===== src/rtl/ex_tex_blk_fetch_pkg.sv =====
// Shared texture-unit definitions: fetch FSM encoding, block size default and
// the texture log-size clamp.
package ex_tex_blk_fetch_pkg;

  typedef enum logic [1:0] {
    StIdle = 2'b00,
    StMiss = 2'b01,
    StOut  = 2'b10
  } fetch_state_e;

  localparam int unsigned BlkBytesLg2 = 3;

  // Blocks are 4x4 texels, so dimensions below 4 or above 4096 are not addressable.
  function automatic logic [3:0] clamp_log(input logic [3:0] lg);
    if (lg < 4'd2) return 4'd2;
    if (lg > 4'd12) return 4'd12;
    return lg;
  endfunction

endpackage


===== src/rtl/ex_tex_blk_fetch_if.sv =====
// Request, memory and decoder-side signals of the texture block fetch stage.
interface ex_tex_blk_fetch_if #(
  parameter int unsigned ADDR_W = 48
);
  logic              reqValid;
  logic              reqReady;
  logic [15:0]       reqU;
  logic [15:0]       reqV;
  logic [8:0]        reqUIxt;
  logic [ADDR_W-1:0] texBase;
  logic [3:0]        texLogW;
  logic [3:0]        texLogH;
  logic              flush;
  logic              memReqValid;
  logic [ADDR_W-1:0] memReqAddr;
  logic              memAck;
  logic [63:0]       memData;
  logic              outValid;
  logic              outReady;
  logic [63:0]       outBlock;
  logic [3:0]        outPixIx;
  logic [8:0]        outUIxt;

  // Environment side: issues texel requests, serves memory, consumes blocks.
  modport master (
    output reqValid, reqU, reqV, reqUIxt, texBase, texLogW, texLogH, flush,
           memAck, memData, outReady,
    input  reqReady, memReqValid, memReqAddr, outValid, outBlock, outPixIx, outUIxt
  );

  // Fetch stage side.
  modport slave (
    input  reqValid, reqU, reqV, reqUIxt, texBase, texLogW, texLogH, flush,
           memAck, memData, outReady,
    output reqReady, memReqValid, memReqAddr, outValid, outBlock, outPixIx, outUIxt
  );
endinterface


===== src/rtl/ex_tex_blk_addr.sv =====
// Combinational texel-to-block mapping: repeat wrap, block index, block address
// and pixel index inside the 4x4 block.
module ex_tex_blk_addr
  import ex_tex_blk_fetch_pkg::*;
#(
  parameter int unsigned AddrW       = 48,
  parameter int unsigned BytesLg2    = BlkBytesLg2
) (
  input  logic [15:0]      u_i,
  input  logic [15:0]      v_i,
  input  logic [AddrW-1:0] base_i,
  input  logic [3:0]       log_w_i,
  input  logic [3:0]       log_h_i,
  output logic [AddrW-1:0] addr_o,
  output logic [3:0]       pix_ix_o
);
  logic [3:0]  lw, lh;
  logic [15:0] u_w, v_w;
  logic [23:0] blk_idx;

  always_comb begin
    lw       = clamp_log(log_w_i);
    lh       = clamp_log(log_h_i);
    u_w      = u_i & ~(16'hFFFF << lw);
    v_w      = v_i & ~(16'hFFFF << lh);
    // Block rows are (width/4) blocks long.
    blk_idx  = (24'(v_w >> 2) << (lw - 4'd2)) | 24'(u_w >> 2);
    addr_o   = base_i + (AddrW'(blk_idx) << BytesLg2);
    pix_ix_o = {v_w[1:0], u_w[1:0]};
  end

endmodule


===== src/rtl/ex_tex_blk_fetch.sv =====
// Texture block fetch stage: maps a texel to its compressed block, fetches the
// block through a one-entry cache and hands block + pixel index to the decoder.
module ex_tex_blk_fetch
  import ex_tex_blk_fetch_pkg::*;
#(
  parameter int unsigned ADDR_W        = 48,
  parameter int unsigned BLK_BYTES_LG2 = BlkBytesLg2
) (
  input  logic                clock,
  input  logic                reset,
  ex_tex_blk_fetch_if.slave   bus
);
  fetch_state_e      state_q, state_d;
  logic              tag_valid_q, tag_valid_d;
  logic [ADDR_W-1:0] tag_addr_q, tag_addr_d;
  logic [63:0]       data_q, data_d;
  logic              miss_flushed_q, miss_flushed_d;
  logic              mem_req_valid_q, mem_req_valid_d;
  logic [ADDR_W-1:0] mem_req_addr_q, mem_req_addr_d;
  logic              out_valid_q, out_valid_d;
  logic [63:0]       out_block_q, out_block_d;
  logic [3:0]        out_pix_q, out_pix_d;
  logic [8:0]        out_uixt_q, out_uixt_d;

  logic [ADDR_W-1:0] calc_addr;
  logic [3:0]        calc_pix;
  logic              accept, hit;

  ex_tex_blk_addr #(
    .AddrW    (ADDR_W),
    .BytesLg2 (BLK_BYTES_LG2)
  ) u_addr (
    .u_i      (bus.reqU),
    .v_i      (bus.reqV),
    .base_i   (bus.texBase),
    .log_w_i  (bus.texLogW),
    .log_h_i  (bus.texLogH),
    .addr_o   (calc_addr),
    .pix_ix_o (calc_pix)
  );

  assign bus.reqReady    = (state_q == StIdle) || ((state_q == StOut) && bus.outReady);
  assign bus.memReqValid = mem_req_valid_q;
  assign bus.memReqAddr  = mem_req_addr_q;
  assign bus.outValid    = out_valid_q;
  assign bus.outBlock    = out_block_q;
  assign bus.outPixIx    = out_pix_q;
  assign bus.outUIxt     = out_uixt_q;

  assign accept = bus.reqValid && bus.reqReady;
  assign hit    = tag_valid_q && (tag_addr_q == calc_addr) && !bus.flush;

  always_comb begin
    state_d         = state_q;
    tag_valid_d     = tag_valid_q;
    tag_addr_d      = tag_addr_q;
    data_d          = data_q;
    miss_flushed_d  = miss_flushed_q;
    mem_req_valid_d = mem_req_valid_q;
    mem_req_addr_d  = mem_req_addr_q;
    out_valid_d     = out_valid_q;
    out_block_d     = out_block_q;
    out_pix_d       = out_pix_q;
    out_uixt_d      = out_uixt_q;

    if (bus.flush) tag_valid_d = 1'b0;

    unique case (state_q)
      StIdle, StOut: begin
        if ((state_q == StOut) && bus.outReady) begin
          out_valid_d = 1'b0;
          state_d     = StIdle;
        end
        if (accept) begin
          mem_req_addr_d = calc_addr;
          out_pix_d      = calc_pix;
          out_uixt_d     = bus.reqUIxt;
          miss_flushed_d = 1'b0;
          if (hit) begin
            out_block_d = data_q;
            out_valid_d = 1'b1;
            state_d     = StOut;
          end else begin
            mem_req_valid_d = 1'b1;
            state_d         = StMiss;
          end
        end
      end
      StMiss: begin
        if (bus.flush) miss_flushed_d = 1'b1;
        if (bus.memAck) begin
          tag_addr_d      = mem_req_addr_q;
          data_d          = bus.memData;
          // A flush seen at any point of the miss keeps this fill out of the cache.
          tag_valid_d     = !(bus.flush || miss_flushed_q);
          out_block_d     = bus.memData;
          out_valid_d     = 1'b1;
          mem_req_valid_d = 1'b0;
          state_d         = StOut;
        end
      end
      default: state_d = StIdle;
    endcase
  end

  always_ff @(posedge clock or posedge reset) begin
    if (reset) begin
      state_q         <= StIdle;
      tag_valid_q     <= 1'b0;
      tag_addr_q      <= '0;
      data_q          <= '0;
      miss_flushed_q  <= 1'b0;
      mem_req_valid_q <= 1'b0;
      mem_req_addr_q  <= '0;
      out_valid_q     <= 1'b0;
      out_block_q     <= '0;
      out_pix_q       <= '0;
      out_uixt_q      <= '0;
    end else begin
      state_q         <= state_d;
      tag_valid_q     <= tag_valid_d;
      tag_addr_q      <= tag_addr_d;
      data_q          <= data_d;
      miss_flushed_q  <= miss_flushed_d;
      mem_req_valid_q <= mem_req_valid_d;
      mem_req_addr_q  <= mem_req_addr_d;
      out_valid_q     <= out_valid_d;
      out_block_q     <= out_block_d;
      out_pix_q       <= out_pix_d;
      out_uixt_q      <= out_uixt_d;
    end
  end

endmodule

===== src/flat_wrapper.sv =====
// flat-port wrapper written by rule: the top's interface ports become plain ports
module ex_tex_blk_fetch_flat import ex_tex_blk_fetch_pkg::*;
#(
  parameter int unsigned ADDR_W        = 48,
  parameter int unsigned BLK_BYTES_LG2 = BlkBytesLg2
)
  (clock, reset, bus_reqValid, bus_reqU, bus_reqV, bus_reqUIxt, bus_texBase, bus_texLogW, bus_texLogH, bus_flush, bus_memAck, bus_memData, bus_outReady, bus_reqReady, bus_memReqValid, bus_memReqAddr, bus_outValid, bus_outBlock, bus_outPixIx, bus_outUIxt);
  ex_tex_blk_fetch_if #(.ADDR_W(ADDR_W)) bus_i ();
  input  logic clock;
  input  logic reset;
  input wire logic [$bits(bus_i.reqValid)-1:0] bus_reqValid;
  input wire logic [$bits(bus_i.reqU)-1:0] bus_reqU;
  input wire logic [$bits(bus_i.reqV)-1:0] bus_reqV;
  input wire logic [$bits(bus_i.reqUIxt)-1:0] bus_reqUIxt;
  input wire logic [$bits(bus_i.texBase)-1:0] bus_texBase;
  input wire logic [$bits(bus_i.texLogW)-1:0] bus_texLogW;
  input wire logic [$bits(bus_i.texLogH)-1:0] bus_texLogH;
  input wire logic [$bits(bus_i.flush)-1:0] bus_flush;
  input wire logic [$bits(bus_i.memAck)-1:0] bus_memAck;
  input wire logic [$bits(bus_i.memData)-1:0] bus_memData;
  input wire logic [$bits(bus_i.outReady)-1:0] bus_outReady;
  output wire logic [$bits(bus_i.reqReady)-1:0] bus_reqReady;
  output wire logic [$bits(bus_i.memReqValid)-1:0] bus_memReqValid;
  output wire logic [$bits(bus_i.memReqAddr)-1:0] bus_memReqAddr;
  output wire logic [$bits(bus_i.outValid)-1:0] bus_outValid;
  output wire logic [$bits(bus_i.outBlock)-1:0] bus_outBlock;
  output wire logic [$bits(bus_i.outPixIx)-1:0] bus_outPixIx;
  output wire logic [$bits(bus_i.outUIxt)-1:0] bus_outUIxt;
  assign bus_i.reqValid = bus_reqValid;
  assign bus_i.reqU = bus_reqU;
  assign bus_i.reqV = bus_reqV;
  assign bus_i.reqUIxt = bus_reqUIxt;
  assign bus_i.texBase = bus_texBase;
  assign bus_i.texLogW = bus_texLogW;
  assign bus_i.texLogH = bus_texLogH;
  assign bus_i.flush = bus_flush;
  assign bus_i.memAck = bus_memAck;
  assign bus_i.memData = bus_memData;
  assign bus_i.outReady = bus_outReady;
  assign bus_reqReady = bus_i.reqReady;
  assign bus_memReqValid = bus_i.memReqValid;
  assign bus_memReqAddr = bus_i.memReqAddr;
  assign bus_outValid = bus_i.outValid;
  assign bus_outBlock = bus_i.outBlock;
  assign bus_outPixIx = bus_i.outPixIx;
  assign bus_outUIxt = bus_i.outUIxt;
  ex_tex_blk_fetch #(.ADDR_W(ADDR_W), .BLK_BYTES_LG2(BLK_BYTES_LG2)) u_core (.clock(clock), .reset(reset), .bus(bus_i));
endmodule

===== config.mk =====
export PLATFORM = sky130hd
export DESIGN_NAME = ex_tex_blk_fetch_flat
export DESIGN_NICKNAME = d
export VERILOG_FILES = /design/src/rtl/ex_tex_blk_fetch_pkg.sv /design/src/rtl/ex_tex_blk_fetch_if.sv /design/src/rtl/ex_tex_blk_addr.sv /design/src/rtl/ex_tex_blk_fetch.sv /design/src/flat_wrapper.sv
export SDC_FILE = /design/constraint.sdc
export NUM_CORES = 1
export LEC_CHECK = 0
export ABC_CLOCK_PERIOD_IN_PS = 17990
export CAP_MARGIN = 10
export CORE_UTILIZATION = 35
export CTS_CLUSTER_DIAMETER = 80
export DETAILED_ROUTE_END_ITERATION = 7
export GPL_TIMING_DRIVEN = 0
export MAX_ROUTING_LAYER = met4
export PLACE_DENSITY = 0.69
export SYNTH_ARGS = -nofsm -noshare
export SYNTH_HDL_FRONTEND = slang
export SYNTH_SLANG_ARGS = --single-unit

===== constraint.sdc =====
create_clock -name clock -period 17.99 [get_ports clock]
set_input_delay 2.6985 -clock clock [delete_from_list [all_inputs] [get_ports clock]]
set_output_delay 2.6985 -clock clock [all_outputs]
set_load 0.05 [all_outputs]

Yosys cells after proc, flatten, opt, wreduce, memory -nomap -nowiden:

Cells that the tools add are included.

* $add $sub $neg: 2
* $mul: 0
* div/mod/pow operators: 0
* order comparisons: 4
* equality and inequality tests: 9
* shift-type cells: 3
* muxes and demuxes: 38
* bitwise logic cells: 5
* reduce and logical (&&, ||, !) cells: 18

Operators with widths (number)
* $mux W64: 3
* $pmux W64 S2: 1
* $add A48 B27 Y48: 1
* $eq A48 B48 Y1: 1
* $and A16 B16 Y16: 2
* $mux W4: 8
* $not A16 Y16: 2
* $shl A16 B4 Y16 const A: 2
* $or A24 B14 Y24: 1
* $shl A14 B4 Y24: 1
* $mux W1: 18
* $gt A4 B4 Y1 const B: 2
* $lt A4 B2 Y1 const B: 2
* $mux W2: 4
* $reduce_and A2 Y1: 4
* $reduce_and A4 Y1: 2
* $ne A2 B2 Y1 const B: 3
* $pmux W1 S2: 3
* $logic_and A1 B1 Y1: 4
* $ne A2 B1 Y1 const B: 2
* $pmux W2 S2: 1
* $sub A4 B2 Y4 const B: 1
* $ne A3 B1 Y1 const B: 1
* $reduce_and A3 Y1: 1
* 7 further kinds: 9

* register bits: 243
* latch bits: 0
* memory bits (writable): 0
* memory bits (read-only): 0
* input bits: 167
* logic and storage cells: 90
* memories: 0

Depth between registers and ports, before layout:

Gate-level depths: netlist of the first run.

* depth after elaboration: 17
* mapped depth: 27
* mapped depth without buffers: 23

By module:

From an unflattened synthesis of the first run, not the netlist that was laid out.

* cells, all modules: 1081
* area, all modules: 13017.5 um^2

Modules (own cells, without submodules)
* ex_tex_blk_fetch: times used 1, cells an instance 664, area each 10276.1 um^2, seq. area each 6080.8 um^2
* ex_tex_blk_addr: times used 1, cells an instance 417, area each 2741.4 um^2, seq. area each 0.0 um^2

Worst setup path before layout of the first run:

No wires, ideal clock.

* path kind: input port to flip-flop
* from: input bus_texLogW[1]
* to: register u_core.out_block_q[16], in the netlist u_core.bus.outBlock[16]
* library setup time: 0.125 ns
* data arrival time: 8.539 ns
* slack: 9.327 ns
* cell stages on the path: 26
* buffers on the path: 6
* cell sequence: clkbuf_1 -> nand2_1 -> a21oi_1 -> inv_1 -> clkbuf_1 -> ha_1 -> ha_1 -> inv_1 -> clkbuf_1 -> nand3_1 -> o211ai_1 -> ha_1 -> buf_2 -> a21oi_1 -> o21ai_0 -> a211oi_1 -> clkbuf_1 -> xnor2_1 -> o211ai_1 -> nor4_1 -> o2111ai_1 -> or4b_1 -> or4_4 -> o21ai_4 -> buf_6 -> mux2_2

* word-level cells in the longest chain between the ends: 15
* elaborated cells between the ends (all ways): 20
* those cells by class: 2 x add/sub; 2 x order compare; 2 x eq/ne; 2 x shift; 6 x mux; 3 x bitwise; 3 x reduce/logical

Ends and longest elaborated chain
* start, declared: RTL line flat_wrapper.sv:16 `input wire logic [$bits(bus_i.texLogW)-1:0] bus_texLogW;`
* $gt A4 B4 Y1: RTL line ex_tex_blk_fetch_pkg.sv:16 `if (lg > 4'd12) return 4'd12;`
* $mux W1 (2 in series): RTL line ex_tex_blk_fetch_pkg.sv:16
* $mux W4: RTL line ex_tex_blk_fetch_pkg.sv:17 `return lg;`
* $mux W4 (*): RTL line ex_tex_blk_fetch_pkg.sv:16
* branches (longest 3 deep; another with $sub A4 B2 Y4)
* $or A24 B14 Y24 (*): RTL line ex_tex_blk_addr.sv:27 `blk_idx = (24'(v_w >> 2) << (lw - 4'd2)) | 24'(u_w >> 2);`
* $add A48 B27 Y48 (*): RTL line ex_tex_blk_addr.sv:28 `addr_o = base_i + (AddrW'(blk_idx) << BytesLg2);`
* $eq A48 B48 Y1 (*): RTL line ex_tex_blk_fetch.sv:51 `assign hit = tag_valid_q && (tag_addr_q == calc_addr) && !bus.flush;`
* $logic_and A1 B1 Y1 (*) (2 in series): RTL line ex_tex_blk_fetch.sv:51
* $ne A2 B1 Y1 (no line) (*)
* $reduce_and A4 Y1 (no line) (*)
* end signal, assigned: RTL line ex_tex_blk_fetch.sv:128 `out_block_q <= out_block_d;`
* end, declared: RTL line ex_tex_blk_fetch.sv:21 `logic [63:0] out_block_q, out_block_d;`

Mark *: on every way between the ends. The select of a mux whose other input is x is not followed.
A chain may end at the register's enable or synchronous reset.

Worst setup path after layout of the first run:

* from: input bus_texLogW[2]
* to: register u_core.out_block_q[9], in the netlist u_core.bus.outBlock[9]

Same word-level chain as after synthesis.

==> results.txt, run 1 <==
hold crit path type: reg2reg
Post-synth EDFFs: 0
Critical Path Fanout Max: 10
CTS buffer count: 28
skew final: 50.0 ps
family with the most delay on the worst path: simple AND/OR/NAND/NOR gates
GRT met1 Usage: 0.356
DR vias: 14400
CP endpoint kind: flip-flop
Netlist cell types: 82
Synth top area share: 0.403
PwrDens: 173 nW/µm²
Hold Path Cell Cnt: 1
hpwl dp: 45100 µm
Post-synth top flop: dfrtp_1
worst hold start: u_core.miss_flushed_q
vias in the first global route: 14100
FF-to-FF End: u_core.bus.outBlock[9]
Peak VDD IR: 0.169 mV
Max-Cap Viols: 0
Post-CTS Setup Inserts: 0
cts repair resizes: 0
routability congestion estimate: 1.00
Lkg Pwr: 8.52 nW
Fmax: 97.6 MHz
H-tree Lvls: 1
Initial Utilization: 0.357
DRT Pass-1 Iters: 5
port buffer count: 275
WL final: 56700 µm
overall power: 3.37 mW
CP Class: in2reg
largest net degree at the start of global routing: 132
Die Y: 210 µm
status: completed
Critical Path Max Stage Delay: 600 ps
RSZ-0062 raised after global routing: false
worst path bufs/invs: 9
Startpoint Class: primary input
R2R cell count: 11
period utilization: 0.569
Setup TNS Final: 0 ps
grt ovf: 0
post-synthesis sequential area ratio: 0.403
routed length per instance: 21.6 µm
clock root buffer: clkbuf_16
ys async rst share: 1.00
clk sinks: 243
Final setup viols: 0
Synth area leader: dfrtp_1
CTS tree: built
cell with the most instances after synthesis: nand2_1
synth-to-layout area growth: 29.4%
final core occ: 0.462
io pins: 295
gr busiest metal: met2
Overall Global Routing Usage: 0.264
Synthesized Nets: 1954
synthesized instance count: 1757
synthesis-stage register bit count: 243
cts hold-fix bufs: 0
Die Wd: 210 µm
RR Startpoint: u_core.tag_addr_q[35]
CTS max path bufs: 3
Avg Vias per Cell: 5.47
WHS Endpoint: u_core.tag_valid_q
R2R setup slack: 13700 ps
first-pass GRT wire length: 86600 µm
Final Hold Viols: 0
post-route ant nets: 0
Post-Syn Area: 15100 µm²
placed cells: 2575
clock slew at reported path FFs: 60 ps
# rows: 75
Slew headroom: 0.199
number of remaining DRC errors: 0
layout cells sized above 1: 0.0925
GRT met3 Usage: 0.0570
routing usage on met2: 0.407
Synth top cells by count: nand2_1, dfrtp_1, mux2_2
min Tclk post-route: 10240 ps
Iter 0 DRT Violations: 1414
Pins Over Slew Limit: 0
Synth Area per Inst: 8.59 µm²
required time of the critical path: 18420 ps
Post-Layout Cell Count: 2628
clock latency on the worst-skew pair: 590 ps
Die Area: 43900 µm²
WHS: 447 ps
Crit path arrival time: 10680 ps
synth warn: 0
Nets: 2264
initial antenna violation count: 2
most area-consuming cells after synthesis: dfrtp_1, nand2_1, mux2_2, xnor2_1, o21ai_0
Worst path slowest cell: clkbuf_1
total core area: 42200 µm²
Tightest Pin Transition: 1190 ps
[sequential cells by signal, summed over array words and instances (netlist names), 2 cells and up]
signal	cells
u_core.tag_addr_q	48
u_core.bus.memReqAddr	48
u_core.bus.outBlock	64
u_core.bus.outUIxt	9
u_core.data_q	64
u_core.bus.outPixIx	4
u_core.state_q	2
[worst max-delay path by stage]
| stage | startpoint | end | slack [ps] | depth (start not counted) |
|---|---|---|---|---|
| floorplan | reset | u_core.bus.memReqAddr[0] | 8620 | 1 |
| global placement | reset | u_core.bus.memReqAddr[21] | 5540 | 2 |
| detailed placement | bus_texLogW[2] | u_core.state_q[1] | 7270 | 25 |
| CTS | bus_texLogW[2] | u_core.bus.outBlock[9] | 7860 | 27 |
| global route | bus_texLogW[2] | u_core.bus.outBlock[8] | 7160 | 27 |
| finish | bus_texLogW[2] | u_core.bus.outBlock[9] | 7750 | 26 |
[cell type report]
type,count,area (µm²)
clock inverters,9,108
inverters,23,93.8
fillers,4082,22700
plain buffers,101,454
flip-flops and latches,243,6080
clock buffers,41,820
diodes,2,5.00
multi-input cells,1390,8470
well taps,539,674
repair buffers,280,2820
[metrics by stage]
stage	instance area, µm²	setup slack, ps
floorplan	15100	8620
global placement	18500	5540
global route	19500	7160
CTS	19500	7860
detailed placement	18600	7270
finish	19500	7750
[kinds of logic (layout without fill, tap and decap cells)]
| kind of cell | count (synthesis) | count (layout) | share of synthesized area |
|---|---|---|---|
| AND/OR/NAND/NOR | 830 | 830 | 0.241 |
| AO/OA/AOI/OAI | 289 | 289 | 0.125 |
| flip-flops | 243 | 243 | 0.403 |
| multiplexers | 150 | 150 | 0.111 |
| buffers and inverters | 124 | 454 | 0.0358 |
| XOR/XNOR | 91 | 91 | 0.0584 |
| adder cells (fa/ha/maj) | 30 | 30 | 0.0254 |
| other | 0 | 2 | 0 |
[metal layers]
metal / share of wire / up-vias
met5: 0 / -
met4: 0.022 / 0
met3: 0.084 / 81
met2: 0.45 / 548
met1: 0.44 / 6991
li1: - / 6755
[placed cells by master, fill, tap and decap left out, types with 15 or more instances in the layout]
cell type / count
inv_1: 22
nand2_1: 533
clkdlybuf4s50_1: 275
nor3_1: 26
o21ai_0: 86
a21oi_1: 57
mux2_1: 36
xor2_1: 32
nand3_1: 35
buf_2: 18
nor2_1: 86
mux2i_1: 15
ha_1: 29
and3_1: 15
clkbuf_1: 72
xnor2_1: 53
dfrtp_1: 243
mux2_2: 98
nor4_1: 23
nand4_1: 37
o211ai_1: 16
clkbuf_16: 28
[report_power, final]
| group | total, mW | internal (mW) | leakage (nW) | switching [mW] |
|---|---|---|---|---|
| registers | 0.998 | 0.809 | 3.01 | 0.189 |
| clock network | 0.568 | 0.331 | 0.454 | 0.237 |
| logic | 1.81 | 0.656 | 5.06 | 1.15 |
No activity file was read; power rests on OpenSTA's default activity.
==> inputs of run 2 (changes only) <==
Settings changed: ABC_CLOCK_PERIOD_IN_PS 17990 to 9800.
Clock period 17.99 ns to 9.8 ns, I/O delays scaled along.
==> results of run 2 <==
The final DEF is identical to that of run 1. Status: completed.
Among the figures that moved: setup slack after placement 7270 ps -> 312 ps; setup slack after layout 7750 ps -> 784 ps; register-to-register setup slack 13700 ps -> 5510 ps; total power 3.37 mW -> 6.19 mW; worst IR drop on VDD 0.169 mV -> 0.310 mV
==> inputs of run 3 (changes only) <==
Settings changed: MAX_ROUTING_LAYER met4 to unset, SKIP_CTS_REPAIR_TIMING set to 1.
==> run 3 against run 2 <==
First-iteration DRC count fell by 9.2%. Final cell count barely moved. Die area did not move. Critical endpoint is now u_core.bus.outBlock[15]. Highest routed layer is now met5.
==> results.txt, run 3 (synthesis results as in run 1) <==
status: completed (unchanged)
DR vias: 14400 (about the same)
CP endpoint kind: flip-flop (unchanged)
Power Internal: 3.42 mW (was 3.30 mW)
Final setup viols: 0 (unchanged)
clock root buffer: clkbuf_16 (unchanged)
Die Wd: 210 µm (unchanged)
Fmax: 110 MHz (was 111 MHz)
Iter 0 DRT Violations: 1284 (was 1414)
layout cells sized above 1: 0.0954 (was 0.0925)
switching share of power: 0.459 (was 0.467)
Initial Utilization: 0.357 (unchanged)
routing usage on met2: 0.400 (was 0.407)
Final Hold Viols: 0 (unchanged)
post-route ant nets: 0 (unchanged)
Nets: 2264 (unchanged)
initial antenna violation count: 3 (was 2)
largest net degree at the start of global routing: 114 (was 132)
Overall Global Routing Usage: 0.254 (was 0.264)
Max-Cap Viols: 0 (unchanged)
port buffer count: 275 (unchanged)
Lkg Pwr: 8.59 nW (was 8.52 nW)
Slew headroom: 0.140 (was 0.199)
GRT met1 Usage: 0.345 (was 0.356)
CTS max path bufs: 3 (unchanged)
placed cells: 2574 (was 2575)
vias in the first global route: 14700 (was 14100)
clk sinks: 243 (unchanged)
net load switching power: 2.90 mW (was 2.89 mW)
CP Class: in2reg (unchanged)
total core area: 42200 µm² (unchanged)
routed length per instance: 21.3 µm (was 21.6 µm)
RSZ-0062 raised after global routing: false (unchanged)
Setup TNS Final: 0 ps (unchanged)
Pins Over Slew Limit: 0 (unchanged)
CTS buffer count: 30 (was 28)
clock slew at reported path FFs: 60 ps (about the same)
CTS tree: built (unchanged)
io pins: 295 (unchanged)
hpwl dp: 44300 µm (was 45100 µm)
Logic pwr share: 0.523 (was 0.536)
clock share of power: 0.188 (was 0.169)
number of remaining DRC errors: 0 (unchanged)
FILL cells: 4107 (was 4082)
Post-Layout Cell Count: 2630 (was 2628)
Die Area: 43900 µm² (unchanged)
most frequent cells in the layout: nand2_1, clkdlybuf4s50_1, dfrtp_1 (unchanged)
Tightest Pin Transition: 1280 ps (was 1190 ps)
gr busiest metal: met2 (unchanged)
skew final: 36.9 ps (was 50.0 ps)
Avg Vias per Cell: 5.46 (was 5.47)
# rows: 75 (unchanged)
grt ovf: 0 (unchanged)
GRT met3 Usage: 0.0528 (was 0.0570)
H-tree Lvls: 1 (unchanged)
DRT Pass-1 Iters: 6 (was 5)
Die Y: 210 µm (unchanged)
synth-to-layout area growth: 30.4% (was 29.4%)
part of the power in registers: 0.289 (was 0.296)
Crit path arrival time: 9520 ps (was 9450 ps)
most common cell after layout, fill and taps aside: nand2_1 (unchanged)
Startpoint Class: primary input (unchanged)
hold crit path type: reg2reg (unchanged)
PwrDens: 322 nW/µm² (was 317 nW/µm²)
Critical Path Fanout Max: 10 (unchanged)
WL final: 56100 µm (was 56700 µm)
clock latency on the worst-skew pair: 590 ps (about the same)
Peak VDD IR: 0.241 mV (was 0.310 mV)
first-pass GRT wire length: 85800 µm (was 86600 µm)
min Tclk post-route: 9080 ps (was 9020 ps)
period utilization: 0.926 (was 0.920)
required time of the critical path: 10250 ps (was 10230 ps)
routability congestion estimate: 0.991 (was 1.00)
-- run 3: worst paths after layout --
check | from | slack [ps] | endpoint | depth (start not counted)
min in group asynchronous | reset | 1230 | u_core.bus.outBlock[48] | 2
max reg2reg | u_core.tag_addr_q[35] | 5510 | u_core.bus.outBlock[15] | 11
min | u_core.miss_flushed_q | 460 | u_core.tag_valid_q | 1
min reg2reg | u_core.miss_flushed_q | 460 | u_core.tag_valid_q | 1
max | bus_texLogW[2] | 720 | u_core.bus.outBlock[15] | 26
max in group asynchronous | reset | 7200 | u_core.bus.memReqAddr[23] | 4
-- run 3: final cells by class --
class	instances	area, µm²	share of cell area
diodes	5	12.5	0.000636
plain buffers	101	454	0.0231
clock buffers	37	837	0.0425
clock inverters	14	233	0.0118
inverters	23	93.8	0.00477
multi-input cells	1390	8470	0.431
flip-flops and latches	243	6080	0.309
well taps	539	674	0.0343
repair buffers	278	2810	0.143
-- run 3: per-layer routing --
| metal | vias to the layer above | share of wire |
|---|---|---|
| li1 | 6734 | - |
| met1 | 6950 | 0.44 |
| met2 | 557 | 0.44 |
| met3 | 107 | 0.078 |
| met4 | 2 | 0.036 |
| met5 | - | 0.00023 |
-- run 3: worst max-delay path, stage by stage --
cell	delay (ps)
clkdlybuf4s50_1	530
inv_1	170
nand2_1	70
a21oi_1	400
inv_1	140
clkbuf_1	260
ha_1	300
ha_1	490
inv_1	90
clkbuf_1	240
o2bb2ai_1	190
ha_1	260
buf_2	230
nand2_1	130
o21ai_1	600
a22oi_1	270
nand3_1	190
clkbuf_1	600
o211ai_1	190
nor4_1	210
o2111ai_1	210
or4b_1	580
or4_4	590
o21ai_4	500
buf_6	240
mux2_1	350
-- run 3: per-stage QoR --
stage	utilization	hold WS (ps)	power, mW	cell area (µm²)	setup slack (ps)
6_report	0.466	457	6.33	19700	725
5_1_grt	0.466	494	6.67	19700	201
4_1_cts	0.465	456	6.35	19700	793
3_5_place_dp	0.440	443	5.13	18600	210
3_3_place_gp	0.438	439	5.08	18500	-1580
2_1_floorplan	-	420	3.95	15100	1660
-- run 3: power groups by stage --
stage               Combinational, mW  Sequential (mW)  Clock, mW
floorplan                        1.31             2.65          0
detailed placement               3.30             1.83          0
CTS                              3.31             1.83       1.21
global placement                 3.26             1.82          0
global route                     3.53             1.89       1.25
finish                           3.31             1.83       1.19
